[config.mk]
export PLATFORM = sky130hd
export DESIGN_NAME = lcd_pattern_gen_flat
export DESIGN_NICKNAME = d
export VERILOG_FILES = /design/src/rtl/lcd_pattern_pkg.sv /design/src/rtl/lcd_pattern_if.sv /design/src/rtl/lcd_frac_step.sv /design/src/rtl/lcd_pattern_gen.sv /design/src/flat_wrapper.sv
export SDC_FILE = /design/constraint.sdc
export NUM_CORES = 1
export LEC_CHECK = 0
export ABC_AREA = 0
export CAP_MARGIN = 0
export CORE_AREA = 2 2 80 121
export CTS_BUF_LIST = sky130_fd_sc_hd__clkbuf_8 sky130_fd_sc_hd__clkbuf_16
export DETAILED_ROUTE_END_ITERATION = 8
export DIE_AREA = 0 0 82 123
export PLACE_DENSITY = 0.85
export SLEW_MARGIN = 20
export SYNTH_ARGS = -nofsm -noshare
export SYNTH_HDL_FRONTEND = slang
export SYNTH_SLANG_ARGS = --single-unit
export TNS_END_PERCENT = 1
[constraint.sdc]
create_clock -name sys_clk -period 6.09 [get_ports sys_clk]
set_input_delay 1.218 -clock sys_clk [delete_from_list [all_inputs] [get_ports sys_clk]]
set_output_delay 1.218 -clock sys_clk [all_outputs]
set_load 0.01 [all_outputs]
[src/rtl/lcd_pattern_pkg.sv]
// Shared definitions for the LCD test-pattern generator: modes, RGB565 colours
// and the eight-entry bar palette.
package lcd_pattern_pkg;

    typedef enum logic [1:0] {
        MODE_VBAR  = 2'd0,
        MODE_HBAR  = 2'd1,
        MODE_CHECK = 2'd2,
        MODE_RAMP  = 2'd3
    } mode_e;

    localparam logic [15:0] COLOR_WHITE   = 16'hFFFF;
    localparam logic [15:0] COLOR_BLACK   = 16'h0000;
    localparam logic [15:0] COLOR_RED     = 16'hF800;
    localparam logic [15:0] COLOR_GREEN   = 16'h07E0;
    localparam logic [15:0] COLOR_BLUE    = 16'h001F;
    localparam logic [15:0] COLOR_YELLOW  = 16'hFFE0;
    localparam logic [15:0] COLOR_CYAN    = 16'h07FF;
    localparam logic [15:0] COLOR_MAGENTA = 16'hF81F;

    function automatic logic [15:0] palette_colour(input logic [2:0] idx);
        logic [15:0] c;
        case (idx)
            3'd0:    c = COLOR_WHITE;
            3'd1:    c = COLOR_BLACK;
            3'd2:    c = COLOR_RED;
            3'd3:    c = COLOR_GREEN;
            3'd4:    c = COLOR_BLUE;
            3'd5:    c = COLOR_YELLOW;
            3'd6:    c = COLOR_CYAN;
            3'd7:    c = COLOR_MAGENTA;
            default: c = COLOR_BLACK;
        endcase
        return c;
    endfunction

    // Six-bit grey level spread over RGB565: red and blue drop the LSB.
    function automatic logic [15:0] ramp_colour(input logic [5:0] lvl);
        return {lvl[5:1], lvl, lvl[5:1]};
    endfunction

endpackage

[src/rtl/lcd_pattern_if.sv]
// Pixel request/response bundle between a display timing master and the
// pattern generator.
interface lcd_pattern_if;
    logic        pixel_en;
    logic [10:0] pixel_x;
    logic [10:0] pixel_y;
    logic [10:0] h_res;
    logic [10:0] v_res;
    logic [1:0]  mode_sel;
    logic [15:0] pixel_data;
    logic        pixel_valid;
    logic [1:0]  mode_cur;

    modport master (
        output pixel_en, pixel_x, pixel_y, h_res, v_res, mode_sel,
        input  pixel_data, pixel_valid, mode_cur
    );

    modport slave (
        input  pixel_en, pixel_x, pixel_y, h_res, v_res, mode_sel,
        output pixel_data, pixel_valid, mode_cur
    );
endinterface

[src/rtl/lcd_frac_step.sv]
// Divider-free floor(n*STEP/limit) stepper: index/acc describe the current
// request (combinational), registers keep the value of the last request.
module lcd_frac_step #(
    parameter int STEP      = 1,
    parameter int WIDTH     = 11,
    parameter int IDX_W     = 4,
    parameter int MAX_INDEX = 1
) (
    input  logic             sys_clk,
    input  logic             sys_rst,
    input  logic             restart,
    input  logic             advance,
    input  logic [WIDTH-1:0] limit,
    output logic [IDX_W-1:0] index,
    output logic [WIDTH-1:0] acc
);

    logic [IDX_W-1:0] idx_r, idx_s, step_idx_s;
    logic [WIDTH-1:0] acc_r, acc_s, step_acc_s;
    logic [WIDTH:0]   sum_s;

    // Next stepper value and the value presented for the current request.
    always_comb begin
        sum_s      = {1'b0, acc_r} + (WIDTH+1)'(STEP);
        step_idx_s = idx_r;
        step_acc_s = sum_s[WIDTH-1:0];
        if (sum_s >= {1'b0, limit}) begin
            step_acc_s = WIDTH'(sum_s - {1'b0, limit});
            if (idx_r != IDX_W'(MAX_INDEX)) begin
                step_idx_s = idx_r + IDX_W'(1);
            end else begin
                step_idx_s = idx_r;
            end
        end else begin
            step_acc_s = sum_s[WIDTH-1:0];
        end

        if (restart) begin
            idx_s = '0;
            acc_s = '0;
        end else if (advance) begin
            idx_s = step_idx_s;
            acc_s = step_acc_s;
        end else begin
            idx_s = idx_r;
            acc_s = acc_r;
        end
    end

    // Remember the value used by the latest restart/advance request.
    always_ff @(posedge sys_clk or posedge sys_rst) begin
        if (sys_rst) begin
            idx_r <= '0;
            acc_r <= '0;
        end else if (restart || advance) begin
            idx_r <= idx_s;
            acc_r <= acc_s;
        end
    end

    assign index = idx_s;
    assign acc   = acc_s;

endmodule

[src/rtl/lcd_pattern_gen.sv]
// LCD test-pattern generator (bars, checkerboard, grey ramp), one-cycle latency.
// Define LCD_PATTERN_AUTO_CYCLE_EN to step the mode every AUTO_FRAMES frames.
module lcd_pattern_gen
    import lcd_pattern_pkg::*;
#(
    parameter int NUM_BARS    = 5,
    parameter int CHECK_LOG2  = 4,
    parameter int AUTO_FRAMES = 60
) (
    input  logic          sys_clk,
    input  logic          sys_rst,
    lcd_pattern_if.slave  bus
);

    logic        line_start_s, frame_start_s, col_adv_s, row_adv_s, check_bit_s;
    logic [3:0]  col_idx_s, row_idx_s;
    logic [5:0]  ramp_lvl_s;
    logic [10:0] col_acc_unused_s, row_acc_unused_s, ramp_acc_unused_s;
    logic [15:0] colour_s;
    mode_e       mode_eff_s;

    logic [15:0] pixel_data_r;
    logic        pixel_valid_r;
    mode_e       mode_cur_r;

    assign line_start_s  = bus.pixel_en && (bus.pixel_x == 11'd0);
    assign frame_start_s = line_start_s && (bus.pixel_y == 11'd0);
    assign col_adv_s     = bus.pixel_en && (bus.pixel_x != 11'd0);
    assign row_adv_s     = line_start_s && (bus.pixel_y != 11'd0);
    assign check_bit_s   = bus.pixel_x[CHECK_LOG2] ^ bus.pixel_y[CHECK_LOG2];

    lcd_frac_step #(.STEP(NUM_BARS), .WIDTH(11), .IDX_W(4), .MAX_INDEX(NUM_BARS-1)) u_col_step (
        .sys_clk(sys_clk), .sys_rst(sys_rst), .restart(line_start_s), .advance(col_adv_s),
        .limit(bus.h_res), .index(col_idx_s), .acc(col_acc_unused_s)
    );

    lcd_frac_step #(.STEP(NUM_BARS), .WIDTH(11), .IDX_W(4), .MAX_INDEX(NUM_BARS-1)) u_row_step (
        .sys_clk(sys_clk), .sys_rst(sys_rst), .restart(frame_start_s), .advance(row_adv_s),
        .limit(bus.v_res), .index(row_idx_s), .acc(row_acc_unused_s)
    );

    lcd_frac_step #(.STEP(64), .WIDTH(11), .IDX_W(6), .MAX_INDEX(63)) u_ramp_step (
        .sys_clk(sys_clk), .sys_rst(sys_rst), .restart(line_start_s), .advance(col_adv_s),
        .limit(bus.h_res), .index(ramp_lvl_s), .acc(ramp_acc_unused_s)
    );

`ifdef LCD_PATTERN_AUTO_CYCLE_EN
    logic [9:0] frame_cnt_r;
    logic       started_r;

    // The very first frame after reset opens mode 0; later frame starts count it.
    always_comb begin
        if (frame_start_s && started_r && (frame_cnt_r == 10'(AUTO_FRAMES - 1))) begin
            mode_eff_s = mode_e'(mode_cur_r + 2'd1);
        end else begin
            mode_eff_s = mode_cur_r;
        end
    end

    // Frame counter for the auto-cycle.
    always_ff @(posedge sys_clk or posedge sys_rst) begin
        if (sys_rst) begin
            frame_cnt_r <= 10'd0;
            started_r   <= 1'b0;
        end else if (frame_start_s) begin
            started_r <= 1'b1;
            if (!started_r) begin
                frame_cnt_r <= 10'd0;
            end else if (frame_cnt_r == 10'(AUTO_FRAMES - 1)) begin
                frame_cnt_r <= 10'd0;
            end else begin
                frame_cnt_r <= frame_cnt_r + 10'd1;
            end
        end
    end
`else
    // mode_sel takes effect only on the frame-start pixel.
    always_comb begin
        if (frame_start_s) begin
            mode_eff_s = mode_e'(bus.mode_sel);
        end else begin
            mode_eff_s = mode_cur_r;
        end
    end
`endif

    // Colour for the pixel being requested this cycle.
    always_comb begin
        case (mode_eff_s)
            MODE_VBAR:  colour_s = palette_colour(col_idx_s[2:0]);
            MODE_HBAR:  colour_s = palette_colour(row_idx_s[2:0]);
            MODE_CHECK: colour_s = check_bit_s ? COLOR_BLACK : COLOR_WHITE;
            MODE_RAMP:  colour_s = ramp_colour(ramp_lvl_s);
            default:    colour_s = COLOR_BLACK;
        endcase
    end

    // Output registers; data holds between requests.
    always_ff @(posedge sys_clk or posedge sys_rst) begin
        if (sys_rst) begin
            pixel_data_r  <= 16'h0000;
            pixel_valid_r <= 1'b0;
            mode_cur_r    <= MODE_VBAR;
        end else begin
            pixel_valid_r <= bus.pixel_en;
            if (bus.pixel_en) begin
                pixel_data_r <= colour_s;
            end
            if (frame_start_s) begin
                mode_cur_r <= mode_eff_s;
            end
        end
    end

    assign bus.pixel_data  = pixel_data_r;
    assign bus.pixel_valid = pixel_valid_r;
    assign bus.mode_cur    = mode_cur_r;

endmodule

[src/flat_wrapper.sv]
// flat-port wrapper written by rule: the top's interface ports become plain ports
module lcd_pattern_gen_flat import lcd_pattern_pkg::*;
#(
    parameter int NUM_BARS    = 5,
    parameter int CHECK_LOG2  = 4,
    parameter int AUTO_FRAMES = 60
)
  (sys_clk, sys_rst, bus_pixel_en, bus_pixel_x, bus_pixel_y, bus_h_res, bus_v_res, bus_mode_sel, bus_pixel_data, bus_pixel_valid, bus_mode_cur);
  lcd_pattern_if bus_i ();
  input  logic sys_clk;
  input  logic sys_rst;
  input wire logic [$bits(bus_i.pixel_en)-1:0] bus_pixel_en;
  input wire logic [$bits(bus_i.pixel_x)-1:0] bus_pixel_x;
  input wire logic [$bits(bus_i.pixel_y)-1:0] bus_pixel_y;
  input wire logic [$bits(bus_i.h_res)-1:0] bus_h_res;
  input wire logic [$bits(bus_i.v_res)-1:0] bus_v_res;
  input wire logic [$bits(bus_i.mode_sel)-1:0] bus_mode_sel;
  output wire logic [$bits(bus_i.pixel_data)-1:0] bus_pixel_data;
  output wire logic [$bits(bus_i.pixel_valid)-1:0] bus_pixel_valid;
  output wire logic [$bits(bus_i.mode_cur)-1:0] bus_mode_cur;
  assign bus_i.pixel_en = bus_pixel_en;
  assign bus_i.pixel_x = bus_pixel_x;
  assign bus_i.pixel_y = bus_pixel_y;
  assign bus_i.h_res = bus_h_res;
  assign bus_i.v_res = bus_v_res;
  assign bus_i.mode_sel = bus_mode_sel;
  assign bus_pixel_data = bus_i.pixel_data;
  assign bus_pixel_valid = bus_i.pixel_valid;
  assign bus_mode_cur = bus_i.mode_cur;
  lcd_pattern_gen #(.NUM_BARS(NUM_BARS), .CHECK_LOG2(CHECK_LOG2), .AUTO_FRAMES(AUTO_FRAMES)) u_core (.sys_clk(sys_clk), .sys_rst(sys_rst), .bus(bus_i));
endmodule
==> qor.csv, run 1 <==
metric,value,unit
outcome,finished clean,
hold_path.class,flip-flop to flip-flop,
multi_input_area,3446,um^2
tns,0,ns
p_comb_share,55.8,%
core,9039,um^2
final_nets,775,
ys_seq_elements,66,
cts_sinks,66,
synth_edf_count,0,
cts_root_buf,clkbuf_16,
holdWs,0.4986,ns
ys_seq_area_share,30.48,%
die_w,82,um
synth_most_common_cell,dfrtp_1,
grt_overflow,0,
path_class,flip-flop to flip-flop,
yosys.area.top_type_share,30.48,%
path_cells,ha_1 -> o21ai_0 -> or3_1 -> inv_1 -> nand3_1 -> nor2_1 -> xor2_1 -> ha_1 -> and3_1 -> a221o_1 -> a21oi_4 -> nand2_1 -> and3_1 -> o21a_1 -> nand2_1 -> a21oi_1 -> o32a_1,
yosys.area.top_type,dfrtp_1,
grt_pass1_wl,23120,um
synth.distinct_cells,77,
setup_viol_count_final,0,
crit_family,simple AND/OR/NAND/NOR gates,
clock_latency,0.34,ns
first_iter_violations,449,
fin_crit,4.678,ns
diodes,0,
switchingPower,1.209,mW
layout-drive-gt1-share,7.569,%
num_vias,5014,
worstPathMaxFanout,23,
die_y,123,um
cp_data_arrival_time,4.90,ns
crit_required,6.31,ns
drc_errors,0,
fillers,697,
synth_nets,711,
path_clk_slew,0.06,ns
grt_pass1_vias,5009,
slowest_stage,nand2_1,
hold_viol,0,
rows,43,
ctsResizeCount,0,
cts_tree,done,
routed_via_density,6.275,
register_area,1652,um^2
place_congestion,0.9442,
cpPeakStageDelay,0.44,ns
ys.flop_type,dfrtp_1,
rsz0062_at_grt,no,
io_pins,68,
max_freq,213.8,MHz
crit_path_end_kind,flip-flop,
netlist_area,5418,um^2
io_buffer_count,67,
wl_per_cell,17.69,um
skew,0.006285,ns
yosysWarningCount,0,
ant_nets,0,
htree_levels,3,
dp_hpwl,10770,um
finalMaxSlewViolations,0,
drv_cap,0,
cts_hold_buf,0,
grt_usage,29.71,%
leakage,2.892,nW
dieArea,10090,um^2
p_per_area,444.5,nW/um^2
ys_async_sr_fraction,100.0,%
avgSynthCellArea,8.766,um^2
cts_made_buffers,9,
first_pass_iters,6,
max_slew_margin,42.17,%
irDropWorstVdd,308.6,uV
worst_pin_slew,0.8674,ns
worst-path-buf-inv,1,
timing.final.crit_share,76.81,%
syn_inst,618,
cp-start-kind,flip-flop,
p_clk_share,18.4,%
synth_commonest_cells,"dfrtp_1, inv_1, nand2_1, a21oi_1, nor2_1",
grt_start_max_net_pins,67,
p_int,1.652,mW
p_sw_share,42.27,%
postCtsSetupBuffers,0,
cts_buffer_depth,2,
antenna_found_initial,0,
p_seq_share,25.8,%
wl,14130,um
area_growth,18.82,%
synth_area_leaders,"dfrtp_1, ha_1, xnor2_1",
initial_core_util,59.94,%
-- logic make-up (layout without fill, tap and decap cells) --
logic type,count (synthesis),after routing,synth area share (%)
AOI/OAI and AO/OA,194,194,25.68
xor gates and xnor gates,47,47,7.852
adders and majority gates,44,44,10.58
buffers and inverters,70,139,5.912
DFF,66,66,30.48
muxes,9,9,1.709
and+or+nand+nor,188,188,17.78
-- layer usage --
metal | wire length (um) | GRT usage (%)
met1 | 5500 | 33.14
met2 | 7336 | 51.78
met3 | 647 | 5.766
met4 | 649 | 16.67
met5 | 0 | 0
-- worst register-to-register path: cells and delay by family (launching register included) --
kind / cells / cell delay (ns)
and+or+nand+nor: 7 / 1.83
AOI/OAI and AO/OA: 6 / 1.47
adders and majority gates: 2 / 0.55
DFF: 1 / 0.43
xor gates and xnor gates: 1 / 0.19
buffers and inverters: 1 / 0.08
-- path summary, 6_finish.rpt --
check | startpoint | end | slack (ns) | cells past startpoint
worst max-delay path | u_core.u_row_step.acc_r[0] | u_core.bus.pixel_data[3] | 1.41 | 17
worst min-delay path | u_core.bus.pixel_data[11] | u_core.bus.pixel_data[11] | 0.50 | 1
worst max register to register | u_core.u_row_step.acc_r[0] | u_core.bus.pixel_data[3] | 1.41 | 17
worst min register to register | u_core.bus.pixel_data[11] | u_core.bus.pixel_data[11] | 0.50 | 1
max in group asynchronous | sys_rst | u_core.u_row_step.idx_r[2] | 4.06 | 3
min in group asynchronous | sys_rst | u_core.u_col_step.acc_r[4] | 1.45 | 3
-- power by group through the flow --
| stage | registers (mW) | clock network [mW] | logic, mW |
|---|---|---|---|
| final | 0.740 | 0.526 | 1.60 |
| after global routing | 0.756 | 0.556 | 1.76 |
| after CTS | 0.736 | 0.535 | 1.58 |
| after detailed placement | 0.742 | 0 | 1.56 |
| after global placement | 0.735 | 0 | 1.51 |
| after floorplan | 0.728 | 0 | 1.15 |
-- stage by stage --
stage / cell area [um^2] / util, % / worst slack [ns] / cells / power [mW]
floorplan: 5418 / - / 1.928 / 618 / 1.878
global placement: 6133 / 67.86 / 1.295 / 783 / 2.242
detailed placement: 6133 / 67.86 / 1.218 / 783 / 2.304
CTS: 6437 / 71.22 / 1.415 / 799 / 2.850
global route: 6437 / 71.22 / 1.100 / 799 / 3.074
finish: 6437 / 71.22 / 1.412 / 799 / 2.861
-- cell type report --
| class | count | share of cell area (%) |
|---|---|---|
| multi-input combinational | 482 | 53.53 |
| sequential | 66 | 25.66 |
| timing repair buffer | 71 | 10.88 |
| clock buffer | 9 | 3.499 |
| inverter | 52 | 3.032 |
| tap | 112 | 2.177 |
| clock inverter | 7 | 1.224 |
-- sequential cells by signal (all words and copies together), names as in the netlist --
register                  count
u_core.u_col_step.acc_r      11
u_core.u_row_step.acc_r      11
u_core.u_ramp_step.acc_r     11
u_core.bus.pixel_data        16
u_core.u_row_step.idx_r       4
u_core.u_col_step.idx_r       4
u_core.u_ramp_step.idx_r      6
u_core.bus.pixel_valid        1
u_core.bus.mode_cur           2
-- cell usage in the layout (no fill, tap or decap), types with 5 or more instances in the layout --
cell type / netlist / routed
a21oi_1: 44 / 44
a22o_1: 5 / 5
dfrtp_1: 66 / 66
o21a_1: 7 / 7
xnor2_1: 32 / 32
clkdlybuf4s50_1: 0 / 67
o32a_1: 5 / 5
o22ai_1: 6 / 6
ha_1: 41 / 41
inv_1: 52 / 51
nand2b_1: 9 / 9
xor2_1: 14 / 14
nor4_1: 5 / 5
nand3_1: 19 / 19
o22a_1: 13 / 13
nor3_1: 24 / 24
a31oi_1: 8 / 8
and3_1: 7 / 7
a21o_1: 17 / 17
nand2_1: 49 / 49
nor2_1: 42 / 42
clkbuf_16: 0 / 9
o2bb2ai_1: 9 / 9
o21ai_0: 39 / 39
mux2i_1: 7 / 7
Note: power is estimated with default switching activity, not from simulation.
==> inputs of run 2 (changes only) <==
- CORE_AREA: 2 2 80 121 -> 2 2 88 132
- DIE_AREA: 0 0 82 123 -> 0 0 90 134
- PLACE_DENSITY: 0.85 -> 0.75
- clock period: 6.09 -> 3.9 ns (I/O delays scaled with it)
==> run 2 against run 1 <==
Sequential share of layout area shrank 2.3 points. Flip-flop and latch count is the same. Maximum frequency grew 20%. Die area grew 20%. Hold slack lost 0.011 ns. Largest cell class unchanged. Combinational power grew 77%. Highest routed layer unchanged.
==> qor.csv, run 2 (synthesized netlist as in run 1, its figures left out) <==
metric,value,unit
crit_required,4.18,ns
multi_input_area,3501,um^2
die_w,90,um
leakage,3.231,nW
rsz0062_at_grt,yes,
core,10940,um^2
setup_viol_count_final,0,
p_sw_share,41.08,%
fin_crit,3.893,ns
layout_common_cells,"buf_4, clkdlybuf4s50_1, dfrtp_1, inv_1, nand2_1",
p_int,2.830,mW
grt_start_max_net_pins,39,
switchingPower,1.973,mW
cts_root_buf,clkbuf_16,
routed_via_density,5.783,
io_pins,68,
dieArea,12060,um^2
antenna_found_initial,0,
place_congestion,0.9091,
p_seq_share,23.4,%
layout-drive-gt1-share,17.68,%
finalMaxSlewViolations,0,
p_clk_share,17.5,%
drc_errors,0,
initial_core_util,49.53,%
r2r_cells,21,
cts_sinks,66,
max_slew_margin,45.18,%
first_pass_iters,5,
cp_data_arrival_time,4.17,ns
diodes,0,
grt_pass1_vias,5468,
cts_tree,done,
outcome,finished clean,
p_per_area,679.5,nW/um^2
area_growth,30.48,%
startpoint,u_core.u_row_step.acc_r[0],
reg2reg_slack,0.007,ns
fillers,922,
crit_path_end_kind,flip-flop,
register_area,1652,um^2
grt_overflow,0,
drv_cap,0,
irDropWorstVdd,542.8,uV
grt_usage,26.09,%
io_buffer_count,67,
dpl-instance-area,6699,um^2
first_iter_violations,223,
dp_hpwl,11860,um
crit_path_end,u_core.bus.pixel_data[13],
cts_buffer_depth,2,
worstPathMaxFanout,8,
clock_latency,0.34,ns
path_clk_slew,0.06,ns
cp-start-kind,flip-flop,
max_freq,256.8,MHz
final_nets,846,
final_area,7069,um^2
r2r_start,u_core.u_row_step.acc_r[0],
path_class,flip-flop to flip-flop,
hold_viol,0,
wl_per_cell,16.81,um
num_vias,5234,
ant_nets,0,
die_y,134,um
hold_path.class,flip-flop to flip-flop,
cts_made_buffers,9,
rows,47,
timing.final.crit_share,99.83,%
final_common_cell,buf_4,
p_comb_share,59.1,%
worst_pin_slew,0.8211,ns
total_power,4.803,mW
skew,0.005081,ns
grt_pass1_wl,25630,um
wl,15210,um
cts_hold_buf,0,
largest_reg_flops,16,
rr_endpoint,u_core.bus.pixel_data[13],
htree_levels,3,
## run 2: metrics by stage
| step | instances | util, % | hold WS [ns] | setup TNS [ns] | setup slack [ns] |
|---|---|---|---|---|---|
| after detailed placement | 884 | 61.24 | 0.4758 | -0.4437 | -0.07799 |
| after floorplan | 618 | - | 0.4498 | 0 | 0.01957 |
| after global placement | 884 | 61.24 | 0.4700 | -0.1014 | -0.01782 |
| final | 905 | 64.63 | 0.4876 | 0 | 0.006577 |
| after CTS | 905 | 64.47 | 0.4892 | 0 | 0.0003779 |
| after global routing | 905 | 64.63 | 0.5255 | -2.614 | -0.2227 |
## run 2: worst min-delay path by stage
stage | from | to | slack (ns) | cells after the start
global route | u_core.bus.pixel_data[12] | u_core.bus.pixel_data[12] | 0.53 | 1
detailed placement | u_core.u_ramp_step.acc_r[3] | u_core.u_ramp_step.acc_r[3] | 0.48 | 2
floorplan | u_core.u_ramp_step.acc_r[0] | u_core.u_ramp_step.acc_r[0] | 0.45 | 2
global placement | u_core.u_ramp_step.acc_r[0] | u_core.u_ramp_step.acc_r[0] | 0.47 | 2
CTS | u_core.u_ramp_step.acc_r[3] | u_core.u_ramp_step.acc_r[3] | 0.49 | 2
finish | u_core.u_ramp_step.acc_r[3] | u_core.u_ramp_step.acc_r[3] | 0.49 | 2
## run 2: cell type report
type / count / share of cell area, %
clock buffer: 9 / 3.186
timing repair buffer: 142 / 17.45
inverter: 52 / 2.761
tap: 147 / 2.602
multi-input combinational: 482 / 49.52
clock inverter: 7 / 1.115
sequential: 66 / 23.36
## run 2: metal layers
layer  part of all wire, %  GRT usage [%]  vias up
met5                     0              0        -
met4                   3.9          11.79        0
met3                   4.8          5.281       52
met2                    54          49.04      159
met1                    38          27.93     2505
li1                      -              -     2518
## run 2: power groups by stage
| stage | Combinational, mW | Sequential, mW | Clock, mW |
|---|---|---|---|
| after floorplan | 1.80 | 1.14 | 0 |
| after global placement | 2.68 | 1.12 | 0 |
| final | 2.84 | 1.12 | 0.840 |
| after CTS | 2.83 | 1.12 | 0.846 |
| after global routing | 3.15 | 1.15 | 0.874 |
| after detailed placement | 2.78 | 1.13 | 0 |
## run 2: repair_timing
item	in CTS	in global routing
resized for setup	4	3
buffers inserted	5	0
endpoints found under the setup margin	6	16
pin swaps	13	4
## run 2: worst max-delay path: stages, from the launching register on
cell	delay, ns
dfrtp_1	0.39
ha_4	0.15
o21ai_2	0.06
or3_4	0.33
inv_2	0.06
nand3_2	0.09
nor2_2	0.14
xor2_1	0.19
ha_1	0.28
buf_4	0.15
a221o_1	0.35
a21oi_4	0.24
a211oi_2	0.11
xnor2_1	0.16
xnor2_1	0.26
buf_4	0.17
buf_4	0.09
buf_4	0.08
nor2_1	0.03
o31ai_2	0.18
buf_4	0.18
o22a_1	0.14
